==> config.mk <==
export PLATFORM = sky130hd
export DESIGN_NAME = gif_status_monitor
export DESIGN_NICKNAME = d
export VERILOG_FILES = /design/src/rtl/gif_status_monitor.sv
export SDC_FILE = /design/constraint.sdc
export NUM_CORES = 1
export LEC_CHECK = 0
export BUFFER_PORTS_ARGS = -buffer_cell sky130_fd_sc_hd__buf_2
export CORE_MARGIN = 2
export CORE_UTILIZATION = 61
export CTS_CLUSTER_DIAMETER = 30
export CTS_CLUSTER_SIZE = 20
export DETAILED_ROUTE_END_ITERATION = 8
export PLACE_DENSITY_LB_ADDON = 0.3
export SLEW_MARGIN = 30
export SYNTH_ARGS = -nofsm -noshare
export SYNTH_HDL_FRONTEND = slang
export SYNTH_SLANG_ARGS = --single-unit
==> constraint.sdc <==
create_clock -name clk -period 2.45 [get_ports clk]
set_clock_uncertainty 0.15 [all_clocks]
set_input_delay 0.1225 -clock clk [delete_from_list [all_inputs] [get_ports clk]]
set_output_delay 0.1225 -clock clk [all_outputs]
set_load 0.005 [all_outputs]
==> src/rtl/gif_status_monitor.sv <==
// GIF playback status monitor: frame/loop/fps counters with debounced hold/clear keys,
// registered 7-segment stat outputs and status LEDs.

module gif_key_debounce #(
  parameter int unsigned DEBOUNCE_CYCLES = 500000
) (
  input  logic clk,
  input  logic rst_n,
  input  logic key_n,
  output logic press
);

  localparam int unsigned CW = (DEBOUNCE_CYCLES > 1) ? $clog2(DEBOUNCE_CYCLES) : 1;
  localparam logic [CW-1:0] CNT_LAST = CW'(DEBOUNCE_CYCLES - 1);

  logic          sync_1;
  logic          sync_2;
  logic          level;
  logic [CW-1:0] cnt;

  always_ff @(posedge clk or negedge rst_n) begin
    if (!rst_n) begin
      sync_1 <= 1'b0;
      sync_2 <= 1'b0;
      level  <= 1'b1;
      cnt    <= '0;
      press  <= 1'b0;
    end else begin
      sync_1 <= key_n;
      sync_2 <= sync_1;
      press  <= 1'b0;
      // Any cycle agreeing with the accepted level restarts the stability count
      if (sync_2 == level) begin
        cnt <= '0;
      end else if (cnt == CNT_LAST) begin
        level <= sync_2;
        cnt   <= '0;
        press <= ~sync_2;
      end else begin
        cnt <= cnt + CW'(1);
      end
    end
  end

endmodule

module gif_status_monitor #(
  parameter int unsigned CLK_HZ          = 50000000,
  parameter int unsigned FRAME_COUNT     = 16,
  parameter int unsigned DEBOUNCE_CYCLES = 500000
) (
  input  logic       clk,
  input  logic       rst_n,
  input  logic       frame_pulse,
  input  logic       key_hold_n,
  input  logic       key_clear_n,
  output logic [7:0] stat_frame,
  output logic [7:0] stat_fps,
  output logic [7:0] stat_loops,
  output logic [7:0] stat_leds
);

  localparam logic RUN  = 1'b0;
  localparam logic HOLD = 1'b1;

  localparam int unsigned TW = (CLK_HZ > 1) ? $clog2(CLK_HZ) : 1;
  localparam logic [TW-1:0] TICK_LAST  = TW'(CLK_HZ - 1);
  localparam logic [7:0]    FRAME_LAST = 8'(FRAME_COUNT - 1);

  logic          hold_press;
  logic          clear_press;
  logic          state;
  logic [7:0]    frame_idx;
  logic [7:0]    loop_cnt;
  logic [7:0]    win_cnt;
  logic [7:0]    fps_q;
  logic [TW-1:0] tick_cnt;
  logic          tick;
  logic          heartbeat;

  gif_key_debounce #(.DEBOUNCE_CYCLES(DEBOUNCE_CYCLES)) u_hold_key (
    .clk   (clk),
    .rst_n (rst_n),
    .key_n (key_hold_n),
    .press (hold_press)
  );

  gif_key_debounce #(.DEBOUNCE_CYCLES(DEBOUNCE_CYCLES)) u_clear_key (
    .clk   (clk),
    .rst_n (rst_n),
    .key_n (key_clear_n),
    .press (clear_press)
  );

  assign tick = (tick_cnt == TICK_LAST);

  always_ff @(posedge clk or negedge rst_n) begin
    if (!rst_n) begin
      state <= RUN;
    end else if (hold_press) begin
      state <= (state == RUN) ? HOLD : RUN;
    end
  end

  always_ff @(posedge clk or negedge rst_n) begin
    if (!rst_n) begin
      frame_idx <= '0;
      loop_cnt  <= '0;
    end else if (clear_press) begin
      frame_idx <= '0;
      loop_cnt  <= '0;
    end else if (frame_pulse) begin
      if (frame_idx == FRAME_LAST) begin
        frame_idx <= '0;
        if (loop_cnt != 8'hFF) begin
          loop_cnt <= loop_cnt + 8'd1;
        end
      end else begin
        frame_idx <= frame_idx + 8'd1;
      end
    end
  end

  // A pulse landing on the tick belongs to the new window, not the latched one
  always_ff @(posedge clk or negedge rst_n) begin
    if (!rst_n) begin
      tick_cnt  <= '0;
      win_cnt   <= '0;
      fps_q     <= '0;
      heartbeat <= 1'b0;
    end else if (clear_press) begin
      tick_cnt <= '0;
      win_cnt  <= '0;
      fps_q    <= '0;
    end else if (tick) begin
      tick_cnt  <= '0;
      fps_q     <= win_cnt;
      win_cnt   <= frame_pulse ? 8'd1 : 8'd0;
      heartbeat <= ~heartbeat;
    end else begin
      tick_cnt <= tick_cnt + TW'(1);
      if (frame_pulse && (win_cnt != 8'hFF)) begin
        win_cnt <= win_cnt + 8'd1;
      end
    end
  end

  always_ff @(posedge clk or negedge rst_n) begin
    if (!rst_n) begin
      stat_frame <= '0;
      stat_fps   <= '0;
      stat_loops <= '0;
      stat_leds  <= '0;
    end else begin
      if (state == RUN) begin
        stat_frame <= frame_idx;
        stat_fps   <= fps_q;
        stat_loops <= loop_cnt;
      end
      stat_leds <= {4'b0000, fps_q == 8'd0, heartbeat, loop_cnt == 8'hFF, state == HOLD};
    end
  end

endmodule

==> results_dict.tcl, run 1 <==
set metrics [dict create \
    crit_arrival_ns 2.61 \
    via_per_inst 6.199 \
    ys_top_cells_by_area "dfrtp_1 (52%), mux2_2 (4.8%), xor2_1 (4.3%)" \
    fmax_mhz 434.1 \
    required_ns 2.75 \
    ys.flop_type "dfrtp_1" \
    route.vias.total 4860 \
    routed_wl_mm 13.48 \
    netlist_area_um2 6309 \
    finish.instance_area_um2 7350 \
    insertion_delay_ns 0.53 \
    core_um2 10180 \
    start_util_pct 61.94 \
    hold_violations 0 \
    synth_most_common_cell "dfrtp_1" \
    outcome "completed" \
    htree_levels 4 \
    power_mw 5.980 \
    syn2layout_area_growth_pct 16.50 \
    ctsLongestPathBuffers 2 \
    crit_buf_inv 0 \
    synthArstFlopShare_pct 100.0 \
    slowest_delay_ns 0.62 \
    nNetsFinal 646 \
    timing.hold.ws_ns 0.09140 \
    num_rows 37 \
    finalCoreUtilization_pct 72.16 \
    grt_use_total_pct 25.56 \
    ios 37 \
    synth_edf_count 0 \
    cts_tree "built" \
    yosysWarnings 0 \
    port_buffers 32 \
    cts_root_buffer "clkbuf_8" \
    grt_pass1_vias 4743 \
    grt_max_degree 55 \
    fin_tns_setup_ns 0 \
    cp-start-kind "flop" \
    gp_congestion 0.8516 \
    drive_gt1_share_pct 17.13 \
    critical_path_class "reg -> reg" \
    drc 0 \
    clock_sinks 134 \
    power.density_nw_per_um2 813.7 \
    synth_common_cells "dfrtp_1 (132), nor2_1 (56), nand3_1 (42)" \
    drtAntennaViolNets 0 \
    end_kind "flop" \
    rsz0062_at_grt "false" \
    cpLargestDelayFamily "simple AND/OR/NAND/NOR gates" \
    cp_max_fo 13 \
    place_area_um2 6605 \
    vdd_drop_max_uv 563.0 \
    relSlewSlack_pct 66.02 \
    numCtsBuffers 17 \
    avgSynthCellArea_um2 10.55 \
    post-route-period-util_pct 94.02 \
    slew_viol_final 0 \
    dp_hpwl_mm 8.113 \
    synth_top_cell_by_area "dfrtp_1" \
    die_w_um 105.7 \
    reg2reg_slack_ns 0.15 \
    drtIter0Drc 384 \
    gr-total-overflow 0 \
    die_h_um 105.7 \
    wire_per_inst_um 17.19 \
    synth_cell_types 51 \
    finalSetupViolations 0 \
    antenna_found_initial 0 \
    dieArea_um2 11170 \
    worst_pin_slew_ns 0.5083 \
    grt_pass1_wl_mm 22.74 \
    min_period_ns 2.304 \
    path_cells "ha_2, nand2_1, or4_4, or4_1, a21oi_1" \
    hold_path_class "in -> reg" \
    yosysSeqAreaShare_pct 53.19 \
    crit_path_top_delay_cell "or4_4" \
    synthCells 598 \
    synth-seq-cells 134 \
    cts.reportedPaths.clkPinSlew_ns 0.06 \
    power.leakage_nw 3.215 \
    antennaDiodeCount 0 \
    firstDrtPassIters 5 \
    synth_top_area_share_pct 52.36 \
    maxCapViolCount 0 \
]
## metrics by stage
step | worst slack (ns) | std cells
after floorplan | 0.3518 | 601
after global placement | 0.2078 | 746
after detailed placement | 0.1476 | 746
after CTS | 0.1407 | 784
after global routing | 0.02564 | 784
final | 0.1464 | 784
## timing repair
action,4_1_cts,5_1_grt
setup endpoints to repair,0,2
setup buffers,0,0
hold buffers,6,0
endpoints found under the hold margin,142,0
resized for setup,0,1
## cells in the final DEF (no fill, tap or decap), types with 4 or more instances in the layout
cell type	Yosys	routed
a21oi_1	37	37
and3_1	12	12
and4_1	13	13
buf_2	4	31
buf_4	5	8
bufinv_16	0	6
clkbuf_16	0	16
conb_1	1	4
dfrtp_1	132	132
dlygate4sd3_1	0	5
ha_1	6	5
inv_1	10	10
mux2_2	27	27
nand2_1	29	29
nand3_1	42	42
nand4_1	19	19
nor2_1	56	56
nor3_1	10	10
nor4_1	11	11
nor4b_1	4	4
nor4bb_1	5	5
o21ai_0	22	22
o31ai_1	15	15
or3_1	13	13
or4_1	18	18
xnor2_1	14	14
xor2_1	31	31
## per-layer routing
layer	wire length, µm	vias up	global-route usage [%]
met5	0	-	0
met4	293	0	9.962
met3	757	28	7.297
met2	6789	157	41.47
met1	5636	2410	32.61
li1	-	2265	-
## logic make-up (layout without fill, tap and decap cells)
group,count (synthesis),count (layout),synth area share (%)
buffers and inverters,43,90,3.055
AO/OA/AOI/OAI,97,97,9.818
other,1,4,0.05944
adder cells (fa/ha/maj),6,6,1.190
AND/OR/NAND/NOR,242,242,21.14
XOR/XNOR,45,45,6.248
multiplexers,30,30,5.296
flip-flops,134,134,53.19
## path summary, 6_finish.rpt
kind / depth (start not counted) / to / start
setup / recovery: 5 / tick_cnt[22] / tick_cnt[0]
max in group asynchronous: 4 / loop_cnt[3] / rst_n
hold reg to reg: 0 / u_hold_key.sync_2 / u_hold_key.sync_1
min in group asynchronous: 3 / heartbeat / rst_n
hold / removal: 2 / u_hold_key.sync_1 / key_hold_n
setup reg to reg: 5 / tick_cnt[22] / tick_cnt[0]
## sequential cells by signal (all words and copies together), names as in the netlist, 4 cells and up
register	count
stat_fps	8
stat_leds	4
tick_cnt	26
stat_loops	8
fps_q	8
stat_frame	8
frame_idx	8
loop_cnt	8
u_hold_key.cnt	19
u_clear_key.cnt	19
win_cnt	8
## power by group
group	internal, mW	total, mW	switching, mW
Combinational	0.244	0.505	0.261
Sequential	2.40	2.61	0.211
Clock	1.87	2.87	0.996
## area by class of cell
type	count	area (µm²)
flip-flops and latches	134	3356
clock buffers	18	417.9
repair buffers	48	344.1
multi-input cells	424	2778
inverters	10	37.54
clock inverters	14	246.5
fillers	697	2835
well taps	136	170.2
(Power assumes the default switching activity.)
==> run 2, diff against run 1 <==
- RECOVER_POWER: default -> 50
- SETUP_SLACK_MARGIN: default -> 0.15
==> results_dict.tcl, run 2 (synthesized netlist as in run 1, its figures left out) <==
set metrics [dict create \
    cp-start-kind "flop" \
    routed_wl_mm 13.41 \
    critical_path_class "reg -> reg" \
    cp_max_fo 13 \
    post-route-period-util_pct 88.43 \
    ff2ff_path_depth 5 \
    grt.busiest_layer "met2" \
    grt_use_met2_pct 41.24 \
    pwr-share-comb_pct 8.2 \
    start_util_pct 61.94 \
    grt_max_degree 58 \
    cts.reportedPaths.clkPinSlew_ns 0.06 \
    fin_tns_setup_ns 0 \
    clock_sinks 134 \
    top_register "tick_cnt" \
    min_period_ns 2.166 \
    reg2reg_from "tick_cnt[1]" \
    grt_pass1_wl_mm 22.64 \
    drtIter0Drc 326 \
    reg.largest.list "tick_cnt x26, u_clear_key.cnt x19, u_hold_key.cnt x19" \
    p_seq_share_pct 43.8 \
    antennaDiodeCount 0 \
    drive_gt1_share_pct 15.59 \
    largest_reg_flops 26 \
    hold_path_class "in -> reg" \
    power.leakage_nw 3.162 \
    layout_commonest_cell "dfrtp_1" \
    outcome "completed" \
    vdd_drop_max_uv 561.5 \
    power.internal_mw 4.499 \
    fill_cells 706 \
    grt_use_total_pct 25.41 \
    cts_root_buffer "clkbuf_8" \
    met1_usage_pct 32.40 \
    worst_pin_slew_ns 1.435 \
    port_buffers 32 \
    grt_use_met3_pct 7.297 \
    rsz0062_at_grt "false" \
    setup.worst_path.start "tick_cnt[1]" \
    required_ns 2.75 \
    via_per_inst 6.181 \
    gp_congestion 0.8516 \
    relSlewSlack_pct 4.315 \
    ctsLongestPathBuffers 2 \
    swShare_pct 24.58 \
    nNetsFinal 646 \
    route.vias.total 4846 \
    dp_hpwl_mm 8.113 \
    hold_violations 0 \
    antenna_found_initial 0 \
    die_w_um 105.7 \
    end_kind "flop" \
    fmax_mhz 461.6 \
    drc 0 \
    grt_pass1_vias 4743 \
    dieArea_um2 11170 \
    die_h_um 105.7 \
    cts_tree "built" \
    p_sw_mw 1.466 \
    crit_path_end "tick_cnt[22]" \
    firstDrtPassIters 5 \
    syn2layout_area_growth_pct 15.83 \
    r2r-end "tick_cnt[22]" \
    finalSetupViolations 0 \
    crit_arrival_ns 2.47 \
    gr-total-overflow 0 \
    final_cell_mix "dfrtp_1 (132), nor2_1 (56), nand3_1 (41), a21oi_1 (37), xor2_1 (31)" \
    power.density_nw_per_um2 816.3 \
    power_mw 5.965 \
    p_clk_share_pct 48.0 \
    core_um2 10180 \
    ios 37 \
    drtAntennaViolNets 0 \
    wire_per_inst_um 17.11 \
    maxCapViolCount 0 \
    insertion_delay_ns 0.53 \
    numCtsBuffers 17 \
    num_rows 37 \
    reg2reg_slack_ns 0.28 \
    slew_viol_final 0 \
    htree_levels 4 \
]
run 2: final cells by class:
class / instances / area, µm² / area share [%]
sequential: 134 / 3356 / 45.92
multi-input combinational: 424 / 2783 / 38.08
clock buffer: 18 / 417.9 / 5.719
timing repair buffer: 48 / 296.5 / 4.058
clock inverter: 14 / 246.5 / 3.373
tap: 136 / 170.2 / 2.329
inverter: 10 / 37.54 / 0.5137
run 2: power groups by stage:
stage,logic [mW],clock network (mW),registers (mW)
detailed placement,0.482,0,2.64
global route,0.558,3.00,2.63
floorplan,0.306,0,2.59
CTS,0.506,2.89,2.60
finish,0.489,2.87,2.61
global placement,0.455,0,2.62
run 2: critical path: stages (launching register included):
cell and delay, ns:
dfrtp_1 0.41, ha_2 0.24, nand2_1 0.12, or4_4 0.52, or4_1 0.52, a21oi_1 0.15
run 2: worst min-delay path by stage:
stage	startpoint	endpoint	slack [ns]	cells after the start
global route	key_clear_n	u_clear_key.sync_1	0.09	2
finish	key_hold_n	u_hold_key.sync_1	0.09	2
floorplan	rst_n	fps_q[0]	-0.32	0
detailed placement	rst_n	u_clear_key.cnt[7]	-0.03	1
global placement	rst_n	u_clear_key.cnt[7]	-0.04	1
CTS	key_hold_n	u_hold_key.sync_1	0.07	2
run 2: per-layer routing:
metal  vias up  wire [µm]
li1       2267          -
met1      2417       5621
met2       136       6833
met3        26        675
met4         0        284
met5         -          0
run 2: stage by stage:
step	hold slack (ns)	setup WS, ns	cells	util (%)	cell area [µm²]
5_1_grt	0.08885	0.1572	784	71.74	7307
3_3_place_gp	-0.03605	0.2078	746	64.85	6605
6_report	0.09010	0.2836	784	71.74	7307
2_1_floorplan	-0.3231	0.3518	601	-	6320
4_1_cts	0.07291	0.1711	784	71.94	7327
3_5_place_dp	-0.02894	0.1476	746	64.85	6605
run 2: repair_timing:
| item | 4_1_cts | 5_1_grt |
|---|---|---|
| buffers inserted | 1 | 0 |
| setup endpoints to repair | 1 | 8 |
| hold buffers | 5 | 0 |
| pin swaps | 0 | 1 |
| endpoints found under the hold margin | 142 | 0 |
| resized for setup | 0 | 2 |
